`src/rtl/clk_rst_seq_pkg.sv`:
```
// Shared definitions for the clock-enable / reset sequencer.
package clk_rst_pkg;

  localparam int unsigned CNT_W = 8;

  typedef enum logic [1:0] {
    ST_WAIT_LOCK = 2'd0,
    ST_STAGING   = 2'd1,
    ST_RUN       = 2'd2
  } state_t;

  // Bits needed to hold 0..n-1; never less than 1.
  function automatic int unsigned clog2_w(input int unsigned n);
    int unsigned w;
    w = 1;
    while ((64'd1 << w) < 64'(n)) w++;
    return w;
  endfunction

endpackage

```
`src/rtl/clk_rst_seq_ce_div.sv`:
```
// One channel of programmable clock-enable division.
module ce_div
  import clk_rst_pkg::*;
#(
  parameter int unsigned DIVW      = 8,
  parameter int unsigned DIV_RESET = 1
) (
  input  logic            clock_50,
  input  logic            reset_n,
  input  logic            en,
  input  logic            load,
  input  logic [DIVW-1:0] div,
  output logic            ce
);

  logic [DIVW-1:0] div_q;
  logic [DIVW-1:0] cnt;
  logic            ce_q;

  always_ff @(posedge clock_50 or negedge reset_n) begin
    if (!reset_n) begin
      div_q <= DIVW'(DIV_RESET);
      cnt   <= '0;
      ce_q  <= 1'b0;
    end else begin
      if (load) div_q <= div;
      if (load || !en) begin
        cnt  <= '0;
        ce_q <= 1'b0;
      end else if (div_q <= DIVW'(1)) begin
        cnt  <= '0;
        ce_q <= 1'b1;
      end else if (cnt == div_q - DIVW'(1)) begin
        cnt  <= '0;
        ce_q <= 1'b1;
      end else begin
        cnt  <= cnt + DIVW'(1);
        ce_q <= 1'b0;
      end
    end
  end

  // Gate with the channel reset so ce drops on the same edge the reset asserts.
  assign ce = ce_q & en;

endmodule

```
`src/rtl/clk_rst_seq.sv`:
```
// Lock filter, staged per-domain reset release and clock-enable generation.
module clk_rst_seq
  import clk_rst_pkg::*;
#(
  parameter int unsigned NCH         = 4,
  parameter int unsigned DIVW        = 8,
  parameter int unsigned LOCK_STABLE = 1024,
  parameter int unsigned STAGE_GAP   = 16,
  parameter int unsigned DIV_RESET   = 1
) (
  input  logic                 clock_50,
  input  logic                 reset_n,
  input  logic                 pll_locked,
  input  logic                 div_load,
  input  logic [NCH*DIVW-1:0]  div_in,
  output logic [NCH-1:0]       ce,
  output logic [NCH-1:0]       rst_n_out,
  output logic                 ready,
  output logic [CNT_W-1:0]     lock_lost_cnt,
  output logic [1:0]           state_o
);

  localparam int unsigned SW = clog2_w(LOCK_STABLE);
  localparam int unsigned GW = clog2_w(STAGE_GAP);
  localparam int unsigned KW = clog2_w(NCH + 1);

  logic [1:0]    sync_q;
  logic          lock_s;
  state_t        state;
  logic [SW-1:0] stable_cnt;
  logic [GW-1:0] gap_cnt;
  logic [KW-1:0] stage_k;

  always_ff @(posedge clock_50 or negedge reset_n) begin
    if (!reset_n) sync_q <= '0;
    else          sync_q <= {sync_q[0], pll_locked};
  end

  assign lock_s = sync_q[1];

  always_ff @(posedge clock_50 or negedge reset_n) begin
    if (!reset_n) begin
      state         <= ST_WAIT_LOCK;
      stable_cnt    <= '0;
      gap_cnt       <= '0;
      stage_k       <= '0;
      rst_n_out     <= '0;
      ready         <= 1'b0;
      lock_lost_cnt <= '0;
    end else if (!lock_s) begin
      if ((state == ST_STAGING || state == ST_RUN) && lock_lost_cnt != '1)
        lock_lost_cnt <= lock_lost_cnt + CNT_W'(1);
      state      <= ST_WAIT_LOCK;
      stable_cnt <= '0;
      gap_cnt    <= '0;
      stage_k    <= '0;
      rst_n_out  <= '0;
      ready      <= 1'b0;
    end else begin
      case (state)
        ST_WAIT_LOCK: begin
          if (stable_cnt == SW'(LOCK_STABLE - 1)) begin
            state      <= ST_STAGING;
            stable_cnt <= '0;
            gap_cnt    <= '0;
            stage_k    <= '0;
          end else begin
            stable_cnt <= stable_cnt + SW'(1);
          end
        end
        ST_STAGING: begin
          if (stage_k == KW'(NCH)) begin
            state <= ST_RUN;
            ready <= 1'b1;
          end else if (gap_cnt == GW'(STAGE_GAP - 1)) begin
            gap_cnt <= '0;
            stage_k <= stage_k + KW'(1);
            for (int unsigned i = 0; i < NCH; i++)
              if (KW'(i) == stage_k) rst_n_out[i] <= 1'b1;
          end else begin
            gap_cnt <= gap_cnt + GW'(1);
          end
        end
        ST_RUN: ready <= 1'b1;
        default: begin
          state     <= ST_WAIT_LOCK;
          rst_n_out <= '0;
          ready     <= 1'b0;
        end
      endcase
    end
  end

  assign state_o = state;

  for (genvar i = 0; i < NCH; i++) begin : g_ch
    ce_div #(
      .DIVW      (DIVW),
      .DIV_RESET (DIV_RESET)
    ) u_ce_div (
      .clock_50 (clock_50),
      .reset_n  (reset_n),
      .en       (rst_n_out[i]),
      .load     (div_load),
      .div      (div_in[i*DIVW +: DIVW]),
      .ce       (ce[i])
    );
  end

endmodule
```
`config.mk`:
```
export PLATFORM = sky130hd
export DESIGN_NAME = clk_rst_seq
export DESIGN_NICKNAME = d
export VERILOG_FILES = /design/src/rtl/clk_rst_seq_pkg.sv /design/src/rtl/clk_rst_seq_ce_div.sv /design/src/rtl/clk_rst_seq.sv
export SDC_FILE = /design/constraint.sdc
export NUM_CORES = 1
export LEC_CHECK = 0
export BUFFER_PORTS_ARGS = -buffer_cell sky130_fd_sc_hd__clkbuf_2
export CORE_MARGIN = 5
export CORE_UTILIZATION = 60
export CTS_CLUSTER_DIAMETER = 50
export DETAILED_ROUTE_END_ITERATION = 8
export GPL_TIMING_DRIVEN = 1
export PLACE_DENSITY = 0.81
export SYNTH_ARGS = -nofsm -noshare
export SYNTH_HDL_FRONTEND = slang
export SYNTH_SLANG_ARGS = --single-unit
```
`constraint.sdc`:
```
create_clock -name clock_50 -period 2.6 [get_ports clock_50]
set_input_delay 0.52 -clock clock_50 [delete_from_list [all_inputs] [get_ports clock_50]]
set_output_delay 0.52 -clock clock_50 [all_outputs]
set_load 0.005 [all_outputs]
```
-- Word level (Yosys, flattened, before mapping)
Cells that the tools add are included.
- register bits after elaboration: 102
- input bits: 36
- $add $sub $neg: 12
- magnitude comparators: 4
- equal/unequal tests: 26
- multiplexer cells: 52
- bitwise logic cells: 5
- reduce and logical (&&, ||, !) cells: 22
- operators with widths (kind ; number):
    2-to-1 mux 8 bit ; 12
    adder 8 x 1 -> 8 bit (second input constant) ; 5
    == test 8 bit ; 4
    less-or-equal comparator 8 x 1 -> 1 bit (second input constant) ; 4
    subtractor 8 x 1 -> 8 bit (second input constant) ; 4
    2-to-1 mux 10 bit ; 3
    2-to-1 mux 4 bit ; 7
    AND reduction 4 bit ; 5
    2-to-1 mux 1 bit ; 18
    inequality test 3 x 2 -> 1 bit (second input constant) ; 6
    case mux 4 bit (2 select lines) ; 2
    2-to-1 mux 3 bit ; 4
    adder 10 x 1 -> 10 bit (second input constant) ; 1
    == test 10 bit (second input constant) ; 1
    inequality test 8 bit (second input constant) ; 1
    == test 2 x 3 -> 1 bit (first input constant) ; 2
    2-to-1 mux 2 bit ; 3
    inequality test 2 bit (second input constant) ; 3
    inequality test 3 bit (second input constant) ; 2
    case mux 2 bit (3 select lines) ; 1
    case mux 3 bit (2 select lines) ; 1
    AND reduction 3 bit ; 2
    logical OR 1 bit ; 5
    adder 4 x 1 -> 4 bit (second input constant) ; 1
    other kinds (17) ; 24

-- Longest topological paths before layout
Gate-level depths: netlist (run 1).
- depth after elaboration: 6
- mapped depth: 9
- gate-level depth less buffers: 7

-- Hierarchy
Synthesis (run 1) repeated with hierarchy kept, for this count alone.
- cells, all modules: 553
- area, all modules: 5786.8 µm²
- by module, submodules not included (module ; times used ; cells an instance ; area each (µm²)):
    ce_div ; 4 ; 93 ; 993.5
    clk_rst_seq ; 1 ; 181 ; 1813.0

-- Worst setup path after synthesis (run 1)
No wires, ideal clock.
- kind: register to register
- start point: reg g_ch[3].u_ce_div.div_q[0]
- end point: reg g_ch[3].u_ce_div.cnt[2]
- arrival time: 1.958 ns
- required time: 2.455 ns
- path slack: 0.497 ns
- cell stages (with the launch flop): 8
- buffers on the path: 0
- cells stage by stage: dfstp_2 -> inv_1 -> ha_1 -> nor3b_1 -> a221oi_1 -> o21bai_1 -> a2111oi_4 -> nor3_1
- word-level cells in the longest chain between the ends: 5
- RTL lines (what ; line ; RTL):
    start, declared ; clk_rst_seq_ce_div.sv:16 ; logic [DIVW-1:0] div_q;
    start signal, assigned ; clk_rst_seq_ce_div.sv:22 ; div_q <= DIVW'(DIV_RESET);
    start signal, assigned ; clk_rst_seq_ce_div.sv:26 ; if (load) div_q <= div;
    subtractor 8 x 1 -> 8 bit ; clk_rst_seq_ce_div.sv:33 ; end else if (cnt == div_q - DIVW'(1)) begin
    == test 8 bit ; clk_rst_seq_ce_div.sv:33 ;
    2-to-1 mux 8 bit ; clk_rst_seq_ce_div.sv:33 ;
    2-to-1 mux 8 bit * ; clk_rst_seq_ce_div.sv:30 ; end else if (div_q <= DIVW'(1)) begin
    2-to-1 mux 8 bit * ; clk_rst_seq_ce_div.sv:27 ; if (load || !en) begin
    end signal, assigned ; clk_rst_seq_ce_div.sv:37 ; cnt <= cnt + DIVW'(1);
    end, declared ; clk_rst_seq_ce_div.sv:17 ; logic [DIVW-1:0] cnt;
Every way passes the cells marked *; elsewhere a longest branch is shown, timed or not.
A chain may end at the register's enable or synchronous reset.

-- Final worst setup path (run 1)
- start point: reg g_ch[3].u_ce_div.div_q[0]
- end point: reg g_ch[3].u_ce_div.cnt[5]
The elaborated chain is that of the path after synthesis.

==> results.md, run 1 <==
* Outcome: completed
* Crit path DAT at ~2.6 ns
* FILL cells at ~730
* Drt wl/cell at ~15 um
* Slew Viols, Final at 0
* Synthesized instance count at around 570
* Pwr Density at 598 nW/um2
* Data required time of the critical path at 2.84 ns
* Die W at around 110 um
* Worst slew pin tran at slightly below 0.8 ns
* Core box area at roughly 9300 um2
* Vias in the first global route at roughly 4.3k
* DR pass1 iterations at 4
* Antenna Cells at 0
* Fmax at ~430 MHz
* Area of the mapped netlist at between 5000 and 6000 um2
* Vias/cell at approximately 5.8
* IO Pins at 55
* DP HPWL at around 8400 um
* Pwr Total at between 3 and 4 mW
* Setup bufs post-CTS at 0
* Placer Congestion at around 0.84
* Async set-reset flop share out of synthesis at 100%
* CP Max Fanout at 9
* Top cell type's share of synthesized area at a little over two fifths
* First-pass GRT wire length at just under 20000 um
* Max-cap violations at 0
* Ys flop type: dfrtp_1
* Leading area contributor after synthesis: dfrtp_1
* Fin nets at 671
* Setup TNS at 0 ns
* Hold Crit Class: in2async
* Crit end category: register
* Layout cells sized above 1 at 19.5%
* Max-slew headroom at 47.4%
* Fin. Hold Viols at 0
* GR Overflow Total at 0
* RSZ-0062 raised after global routing: false
* Cts hold-fix bufs at 0
* Clock slew at reported path FFs at roughly 0.10 ns
* Net Count, Synth at around 630
* Sequential share of the synthesized area at between 40 and 50%
* Final Critical Period at ~2.4 ns
* Initial DRC count at 212
* Skew-Pair Late Insertion Delay at between 0.3 and 0.4 ns
* #FFs+latches synth at approximately 100
* WS Path Type: reg2reg
* Placed insts at roughly 730
* PortBufs at 54
* Drt total wl at between 10000 and 15000 um
* Static leakage power at about 2.8 nW
* Worst Setup Start Kind: register
* Worst hold margin at approximately 0.21 ns
* Peak VDD IR at 0.450 mV
* Num rows at 35
* Yosys warnings at 0
* Synthesized area per cell at ~10 um2
* CTS root buf: clkbuf_8
* Post-synth EDFFs at 0
* Htree depth at 3
* Setup WS post-layout at 0.249 ns
* Longest Clk Path Bufs at 2
* TritonCTS clock tree: built
* Period utilization at 90.4%
* Layout area overhead at 9.48%
* CTS Buf Count at 9
* Die area at around 12000 um2
* Clk_skew at 0.0129 ns
* Largest cells by area after synthesis: dfrtp_1, xnor2_1, xor2_1, ha_1, mux2_2
* DRC at 0
* Setup-failing EPs final at 0
* # resized after CTS at 0
* Clock sink total at just over 100
* Initial antenna violation count at 0
* Final Non-Filler Cells at around 750
* Via count at 4300
* Yosys cell types at 63
* Starting Density at between 60 and 70%
* Chip height at 108 um
* Tot GR Track Use at 20.4%
* Post-DRT Antenna Nets at 0
* Pre-CTS WS at roughly 0.17 ns
* Largest net degree at the start of global routing at 60
## final timing paths
kind                                      startpoint                       to  slack (ns)  cells after the start
max in group asynchronous                    reset_n            stable_cnt[9]        1.71                      2
max reg2reg                g_ch[3].u_ce_div.div_q[0]  g_ch[3].u_ce_div.cnt[5]        0.25                      7
min reg2reg                                sync_q[0]                sync_q[1]        0.36                      0
max                        g_ch[3].u_ce_div.div_q[0]  g_ch[3].u_ce_div.cnt[5]        0.25                      7
min                                          reset_n  g_ch[2].u_ce_div.cnt[7]        0.21                      1
min in group clock_50                     pll_locked                sync_q[0]        0.25                      1
## report_power, final
group	internal [mW]	switching, mW	total, mW
clock network	0.477	0.559	1.04
logic	0.377	0.468	0.845
registers	1.73	0.187	1.91
## cell families (layout without fill, tap and decap cells)
| logic type | count (synthesis) | in the layout | share of synthesized area (%) |
|---|---|---|---|
| compound gates | 85 | 85 | 11.1 |
| xor+xnor | 72 | 72 | 10.9 |
| fa+ha+maj | 24 | 24 | 5.18 |
| buf+inv | 47 | 96 | 3.84 |
| flops | 102 | 102 | 44.1 |
| mux | 26 | 26 | 5.01 |
| simple gates | 211 | 211 | 19.9 |
## routing by layer
layer  vias to the layer above  track usage (%)  wire (um)
li1                       2099                -          -
met1                      2094             25.7       5010
met2                        88             34.8       5610
met3                        19             4.42        545
met4                         0             6.85        176
met5                         -                0          0
## synth_stat cells, drive strengths merged, types with 2 or more instances
cell type and number:
mux2 24, clkbuf 13, nand3b 4, or4 4, a21boi 3, mux2i 2
ha 24, nand2b 5, nor4 4, a21o 3, nor2b 15, o22ai 3
xnor2 36, o41ai 2, a211oi 7, or3 3, dfrtp 98, o21a 3
or2b 2, and2 9, a21oi 9, xor2 36, dfstp 4, a221oi 3
and3 12, a2111oi 5, nand4 12, o31ai 7, nand2 35, o211ai 2
o2111ai 2, nor2 26, and4 2, nand3 34, inv 21, a31oi 5
or2 3, buf 13, nor3 33, o21ai 24, nor3b 5
## metrics by stage
| step | util (%) | area [um2] |
|---|---|---|
| 3_5_place_dp | 65.8 | 6140 |
| 6_report | 68.0 | 6340 |
| 4_1_cts | 68.0 | 6340 |
| 2_1_floorplan | - | 5800 |
| 3_3_place_gp | 65.8 | 6140 |
| 5_1_grt | 68.0 | 6340 |
## state kept, by name (all words and copies together) (netlist names)
signal	cells
g_ch.u_ce_div.cnt	32
g_ch.u_ce_div.div_q	32
gap_cnt	4
ready	1
g_ch.u_ce_div.ce_q	4
state_o	2
stage_k	3
stable_cnt	10
sync_q	2
lock_lost_cnt	8
rst_n_out	4
## critical path, cell delays in order (launching register included)
cell and delay (ns):
dfstp_2 0.59, inv_1 0.08, ha_1 0.26, nor3b_1 0.19
a221oi_1 0.28, o21bai_1 0.13, a2111oi_4 0.55, nor3_1 0.13
## cells in the final DEF (no fill, tap or decap), types with 3 or more instances in the layout
master     instances
nand2b_1           5
or4_1              3
clkbuf_8          10
buf_4              5
o22ai_1            3
dfstp_2            4
xnor2_1           36
nand4_1           12
and3_1            12
mux2_2            24
or2_2              3
o31ai_1            6
and2_1             9
nand2_1           35
a31oi_1            5
a211oi_1           7
clkbuf_2          53
nor2_1            25
nor3_1            33
nand3_1           33
xor2_1            36
inv_1             21
nor3b_1            4
a21boi_0           3
a21oi_1            9
a2111oi_4          3
nor2b_1           15
o21ai_0           24
ha_1              24
a21o_1             3
nand3b_1           4
o21a_1             3
a221oi_1           3
dfrtp_1           98
## area by class of cell
class | count | area [um2] | area share [%]
multi-input cells | 418 | 3020 | 47.6
well taps | 129 | 161 | 2.54
flip-flops and latches | 102 | 2560 | 40.3
clock buffers | 10 | 138 | 2.17
clock inverters | 6 | 66.3 | 1.05
repair buffers | 59 | 323 | 5.09
inverters | 21 | 78.8 | 1.24
(Power assumes the default switching activity.)
==> run 2: changes to the inputs <==
CORE_UTILIZATION = 62   (was 60)
CTS_BUF_LIST = sky130_fd_sc_hd__clkbuf_8   (was not set)
PLACE_DENSITY = 0.83   (was 0.81)
==> results.md, run 2 (synthesized netlist as in run 1, its figures left out) <==
* Fin. Hold Viols at 0 (unchanged)
* RSZ-0062 raised after global routing: false
* Fin nets at 672 (+0.15%)
* Drt wl/cell at 16.0 um (+5.4%)
* Max-slew headroom at 47.0% (-0.40 points)
* Hold Crit Class: in2reg
* CTS Buf Count at 9 (unchanged)
* Vias in the first global route at 4441 (+2.7%)
* Initial antenna violation count at 0 (unchanged)
* First-pass GRT wire length at 20400 um (+6.0%)
* Chip height at 107 um (-1.5%)
* Vias/cell at 5.92 (+2.6%)
* DR pass1 iterations at 4 (unchanged)
* Clock sink total at 102 (unchanged)
* Starting Density at 63.0% (+0.89 points)
* Final Critical Period at 2.41 ns (+0.0539 ns)
* Fmax at 416 MHz (-2.2%)
* Static leakage power at 2.75 nW (-0.70%)
* DRC at 0 (unchanged)
* Most common cell after layout, fill and taps aside: dfrtp_1
* FILL cells at 683 (-6.3%)
* Commonest non-fill, non-tap cells in the layout: dfrtp_1, clkbuf_2, xor2_1, xnor2_1, nand2_1
* Core box area at 9200 um2 (-1.4%)
* Worst Setup Start Kind: register
* PortBufs at 54 (unchanged)
* TritonCTS clock tree: built
* IO Pins at 55 (unchanged)
* CP Max Fanout at 9 (unchanged)
* WS Path Type: reg2reg
* Drt total wl at 11700 um (+3.0%)
* Placed cell area at 6110 um2 (-0.37%)
* Setup bufs post-CTS at 0 (unchanged)
* Die W at 107 um (-1.5%)
* Antenna Cells at 0 (unchanged)
* Pre-CTS WS at 0.169 ns (+0.000126 ns)
* CTS root buf: clkbuf_8
* Layout cells sized above 1 at 19.3% (-0.19 points)
* Worst slew pin tran at 0.791 ns (+0.00602 ns)
* Via count at 4311 (+0.26%)
* Tot GR Track Use at 21.8% (+1.4 points)
* Num rows at 35 (unchanged)
* DP HPWL at 8440 um (+0.73%)
* Peak VDD IR at 0.534 mV (+19%)
* Biggest regs: g_ch.u_ce_div.cnt x32, g_ch.u_ce_div.div_q x32, stable_cnt x10
* Clk_skew at 0.0210 ns (+0.00812 ns)
* Crit end category: register
* Slew Viols, Final at 0 (unchanged)
* Final Instance Area at 6300 um2 (-0.69%)
* Skew-Pair Late Insertion Delay at 0.39 ns (+0.02 ns)
* Longest Clk Path Bufs at 2 (unchanged)
* Largest net degree at the start of global routing at 66 (+10%)
* Layout area overhead at 8.72%
* Period utilization at 92.5% (+2.1 points)
* Post-DRT Antenna Nets at 0 (unchanged)
* Placer Congestion at 0.845 (+0.15%)
* Pwr Density at 585 nW/um2 (-2.2%)
* Max-cap violations at 0 (unchanged)
* GR Overflow Total at 0 (unchanged)
* Crit path DAT at 2.72 ns (+0.13 ns)
* Setup WS post-layout at 0.195 ns (-0.0539 ns)
* Htree depth at 3 (unchanged)
* Setup-failing EPs final at 0 (unchanged)
* Data required time of the critical path at 2.92 ns (+0.08 ns)
* Die area at 11400 um2 (-2.9%)
* Initial DRC count at 184 (-13%)
* Setup TNS at 0 ns (unchanged)
* Outcome: completed
* Clock slew at reported path FFs at 0.11 ns (about the same)
-- run 2: changes by cell type in the layout (fill, tap and decap cells not counted), sizes merged --
cell	previous run	this run
bufinv	1	0
inv	23	24
clkinv	3	1
dlygate4sd3	0	1
clkinvlp	0	3
clkbuf	63	62
-- run 2: cell type report --
| class | count | area, um2 | area share [%] |
|---|---|---|---|
| timing repair buffer | 60 | 333 | 5.28 |
| clock buffer | 9 | 124 | 1.97 |
| tap | 111 | 139 | 2.20 |
| clock inverter | 7 | 48.8 | 0.774 |
| sequential | 102 | 2560 | 40.6 |
| multi-input combinational | 418 | 3020 | 47.9 |
| inverter | 21 | 78.8 | 1.25 |
-- run 2: power by group --
part	internal [mW]	leakage, nW	switching (mW)
Sequential	1.73	1.33	0.189
Combinational	0.380	1.34	0.470
Clock	0.350	0.0834	0.571
Total	2.46	2.75	1.23
-- run 2: per-layer routing --
layer / vias to the layer above / wire length (um) / global-route usage [%] / part of all wire [%]
li1: 2101 / - / - / -
met1: 2115 / 5280 / 28.6 / 45
met2: 82 / 5760 / 36.6 / 49
met3: 13 / 508 / 5.48 / 4.4
met4: 0 / 123 / 5.02 / 1.1
met5: - / 0 / 0 / 0
-- run 2: path summary, 6_finish.rpt --
check	startpoint	slack, ns	depth (start not counted)	end
worst max-delay path	g_ch[3].u_ce_div.div_q[0]	0.19	7	g_ch[3].u_ce_div.ce_q
worst min-delay path	pll_locked	0.25	1	sync_q[0]
worst max register to register	g_ch[3].u_ce_div.div_q[0]	0.19	7	g_ch[3].u_ce_div.ce_q
worst min register to register	sync_q[0]	0.36	0	sync_q[1]
max in group asynchronous	reset_n	1.46	3	g_ch[0].u_ce_div.div_q[0]
min in group asynchronous	reset_n	0.52	2	rst_n_out[0]
-- run 2: repair_timing --
action                                 in CTS  in global routing
hold buffers                                1                  0
resized for setup                           0                  1
endpoints found under the hold margin      11                  0
setup endpoints to repair                   0                  6
-- run 2: through the flow --
stage	total power [mW]	util [%]	hold slack, ns	std cells
final	3.69	68.5	0.245	728
after global routing	3.90	68.5	0.232	728
after CTS	3.71	68.5	0.231	728
after detailed placement	2.79	66.5	0.338	711
after global placement	2.73	66.5	0.337	711
after floorplan	2.51	-	0.224	567
-- run 2: worst max-delay path, stage by stage (launching register included) --
cell	delay [ns]
dfstp_2	0.59
inv_1	0.07
ha_1	0.25
nor3b_1	0.18
a221oi_1	0.29
o21bai_1	0.15
a2111oi_4	0.59
o21a_1	0.21
==> run 3: changes to the inputs <==
GPL_ROUTABILITY_DRIVEN = 0   (was not set)
SETUP_SLACK_MARGIN = 0.2   (was not set)
clock period = 2.7 ns   (was 2.6 ns; I/O delays follow)
==> results.md, run 3 (synthesized netlist as in run 1, its figures left out) <==
* Reg2reg start: g_ch[0].u_ce_div.div_q[0]
* CTS Buf Count at 9 (unchanged)
* Fin. Hold Viols at 0 (unchanged)
* TritonCTS clock tree: built
* Net Switching at 1.14 mW (-7.2%)
* Drt total wl at 11300 um (-3.5%)
* Chip height at 107 um (unchanged)
* First-pass GRT wire length at 19800 um (-3.0%)
* DR pass1 iterations at 4 (unchanged)
* Most common cell after layout, fill and taps aside: dfrtp_1
* Num rows at 35 (unchanged)
* IO Pins at 55 (unchanged)
* Vias/cell at 5.99 (+1.1%)
* RR Endpoint: g_ch[0].u_ce_div.cnt[3]
* Worst-path cell chain: inv_1, ha_1, or2b_1, a21boi_0, o31ai_1, a2111oi_4, nor3_1
* Cts hold-fix bufs at 0 (-1)
* FILL cells at 654 (-4.2%)
* Longest Clk Path Bufs at 2 (unchanged)
* Htree depth at 3 (unchanged)
* Setup WS post-layout at 0.380 ns (+0.186 ns)
* Peak VDD IR at 0.431 mV (-19%)
* DP HPWL at 8150 um (-3.5%)
* Layout cells sized above 1 at 19.3% (+0.031 points)
* Via count at 4352 (+0.95%)
* Tot GR Track Use at 21.2% (-0.58 points)
* Clock slew at reported path FFs at 0.09 ns (-0.02 ns)
* Pwr Density at 589 nW/um2 (+0.72%)
* Setup slack, reg-to-reg at 0.38 ns (+0.19 ns)
* GR Overflow Total at 0 (unchanged)
* Data required time of the critical path at 2.93 ns (about the same)
* Final Instance Area at 6350 um2 (+0.79%)
* Crit end category: register
* Period utilization at 85.9% (-6.6 points)
* Core box area at 9200 um2 (unchanged)
* Clock sink total at 102 (unchanged)
* Sw frac at 30.5% (-2.9 points)
* Final Critical Period at 2.32 ns (-0.0857 ns)
* Pwr Total at 3.74 mW (+1.5%)
* PortBufs at 54 (unchanged)
* Internal power at 2.60 mW (+5.9%)
* R2r worst-path depth at 7 (unchanged)
* Placed cell area at 6110 um2 (-0.12%)
* Die W at 107 um (unchanged)
* Initial antenna violation count at 0 (unchanged)
* Drt wl/cell at 15.5 um (-3.3%)
* Die area at 11400 um2 (unchanged)
* Biggest regs: g_ch.u_ce_div.cnt x32, g_ch.u_ce_div.div_q x32, stable_cnt x10
* Initial DRC count at 276 (+50%)
* Setup-failing EPs final at 0 (unchanged)
* CP max stage cell: dfstp_2
* Antenna Cells at 0 (unchanged)
* Max-cap violations at 0 (unchanged)
* Max incr delay on CP at 0.59 ns (about the same)
* CTS root buf: clkbuf_8
* Part of the power in registers at 49.2% (-2.8 points)
* Placed insts at 710 (-0.14%)
* Vias in the first global route at 4305 (-3.1%)
* Skew-Pair Late Insertion Delay at 0.37 ns (-0.02 ns)
* Crit path DAT at 2.55 ns (-0.17 ns)
* Worst Setup Start Kind: register
* Slew Viols, Final at 0 (unchanged)
* Static leakage power at 2.79 nW (+1.2%)
* WS Path Type: reg2reg
* CP Capture Point: g_ch[0].u_ce_div.cnt[3]
* Post-DRT Antenna Nets at 0 (unchanged)
* RSZ-0062 raised after global routing: false
* Hold Crit Class: in2async
* Combinational power share at 21.5% (-1.5 points)
* CP Max Fanout at 9 (unchanged)
* Final Non-Filler Cells at 727 (-0.14%)
* Starting Density at 63.0% (unchanged)
* Largest net degree at the start of global routing at 60 (-9.1%)
* Outcome: completed
* Layout area overhead at 9.59%
* Pre-CTS WS at 0.283 ns (+0.114 ns)
* DRC at 0 (unchanged)
* Fmax at 431 MHz (+3.7%)
* Clock group share of total power at 29.2% (+4.2 points)
* Worst slew pin tran at 0.815 ns (+0.0248 ns)
* Fin nets at 671 (-0.15%)
* Commonest non-fill, non-tap cells in the layout: dfrtp_1, clkbuf_2, xor2_1, xnor2_1, nand2_1
* Max-slew headroom at 45.3% (-1.7 points)
* Clk_skew at 0.00860 ns (-0.0124 ns)
* Setup TNS at 0 ns (unchanged)
* Crit path from: g_ch[0].u_ce_div.div_q[0]
[run 3: changes by cell type in the layout (fill, tap and decap cells not counted)]
| cell | previous run | this run |
|---|---|---|
| inv_6 | 2 | 1 |
| dlygate4sd3_1 | 1 | 0 |
| clkinv_4 | 0 | 1 |
| clkbuf_8 | 9 | 11 |
| bufinv_16 | 0 | 2 |
| clkinvlp_4 | 3 | 0 |
| clkinv_2 | 1 | 0 |
[run 3: worst min-delay path by stage]
stage	end	from	slack (ns)
3_3_place_gp	sync_q[1]	sync_q[0]	0.34
3_5_place_dp	sync_q[1]	sync_q[0]	0.35
6_report	g_ch[2].u_ce_div.cnt[6]	reset_n	0.15
4_1_cts	g_ch[1].u_ce_div.cnt[6]	reset_n	0.16
2_1_floorplan	g_ch[0].u_ce_div.ce_q	reset_n	0.24
5_1_grt	g_ch[2].u_ce_div.cnt[7]	reset_n	0.19
[run 3: power groups by stage]
| stage | Sequential (mW) | Clock (mW) | Combinational (mW) |
|---|---|---|---|
| after global placement | 1.86 | 0 | 0.772 |
| after detailed placement | 1.87 | 0 | 0.801 |
| after global routing | 1.87 | 1.18 | 0.918 |
| after floorplan | 1.82 | 0 | 0.598 |
| after CTS | 1.84 | 1.12 | 0.809 |
| final | 1.84 | 1.09 | 0.806 |
[run 3: through the flow]
stage	hold WS, ns	util [%]
after floorplan	0.244	-
after global placement	0.336	66.4
after detailed placement	0.346	66.4
after CTS	0.164	68.9
after global routing	0.190	69.1
final	0.146	69.1
[run 3: what timing repair did]
item / 4_1_cts / 5_1_grt
buffers inserted: 0 / 1
gates resized for setup: 0 / 1
setup endpoints to repair: 0 / 23
[run 3: area by class of cell]
| type | instances | area, um2 | share of cell area (%) |
|---|---|---|---|
| repair buffers | 59 | 323 | 5.08 |
| clock inverters | 5 | 81.3 | 1.28 |
| well taps | 111 | 139 | 2.19 |
| flip-flops and latches | 102 | 2560 | 40.3 |
| inverters | 21 | 78.8 | 1.24 |
| multi-input cells | 418 | 3020 | 47.6 |
| clock buffers | 11 | 151 | 2.38 |
[run 3: worst max-delay path, delay by kind of cell (launching register included)]
family                     cells  cell delay (ns)
and+or+nand+nor                2             0.38
AOI/OAI and AO/OA              3             0.88
adders and majority gates      1             0.26
buffers and inverters          1             0.06
DFF                            1             0.59
[run 3: routing by layer]
metal | global-route usage (%) | share of wire (%)
met4 | 6.39 | 1.4
met2 | 35.0 | 49
met1 | 28.1 | 45
met3 | 4.64 | 5.2
met5 | 0 | 0
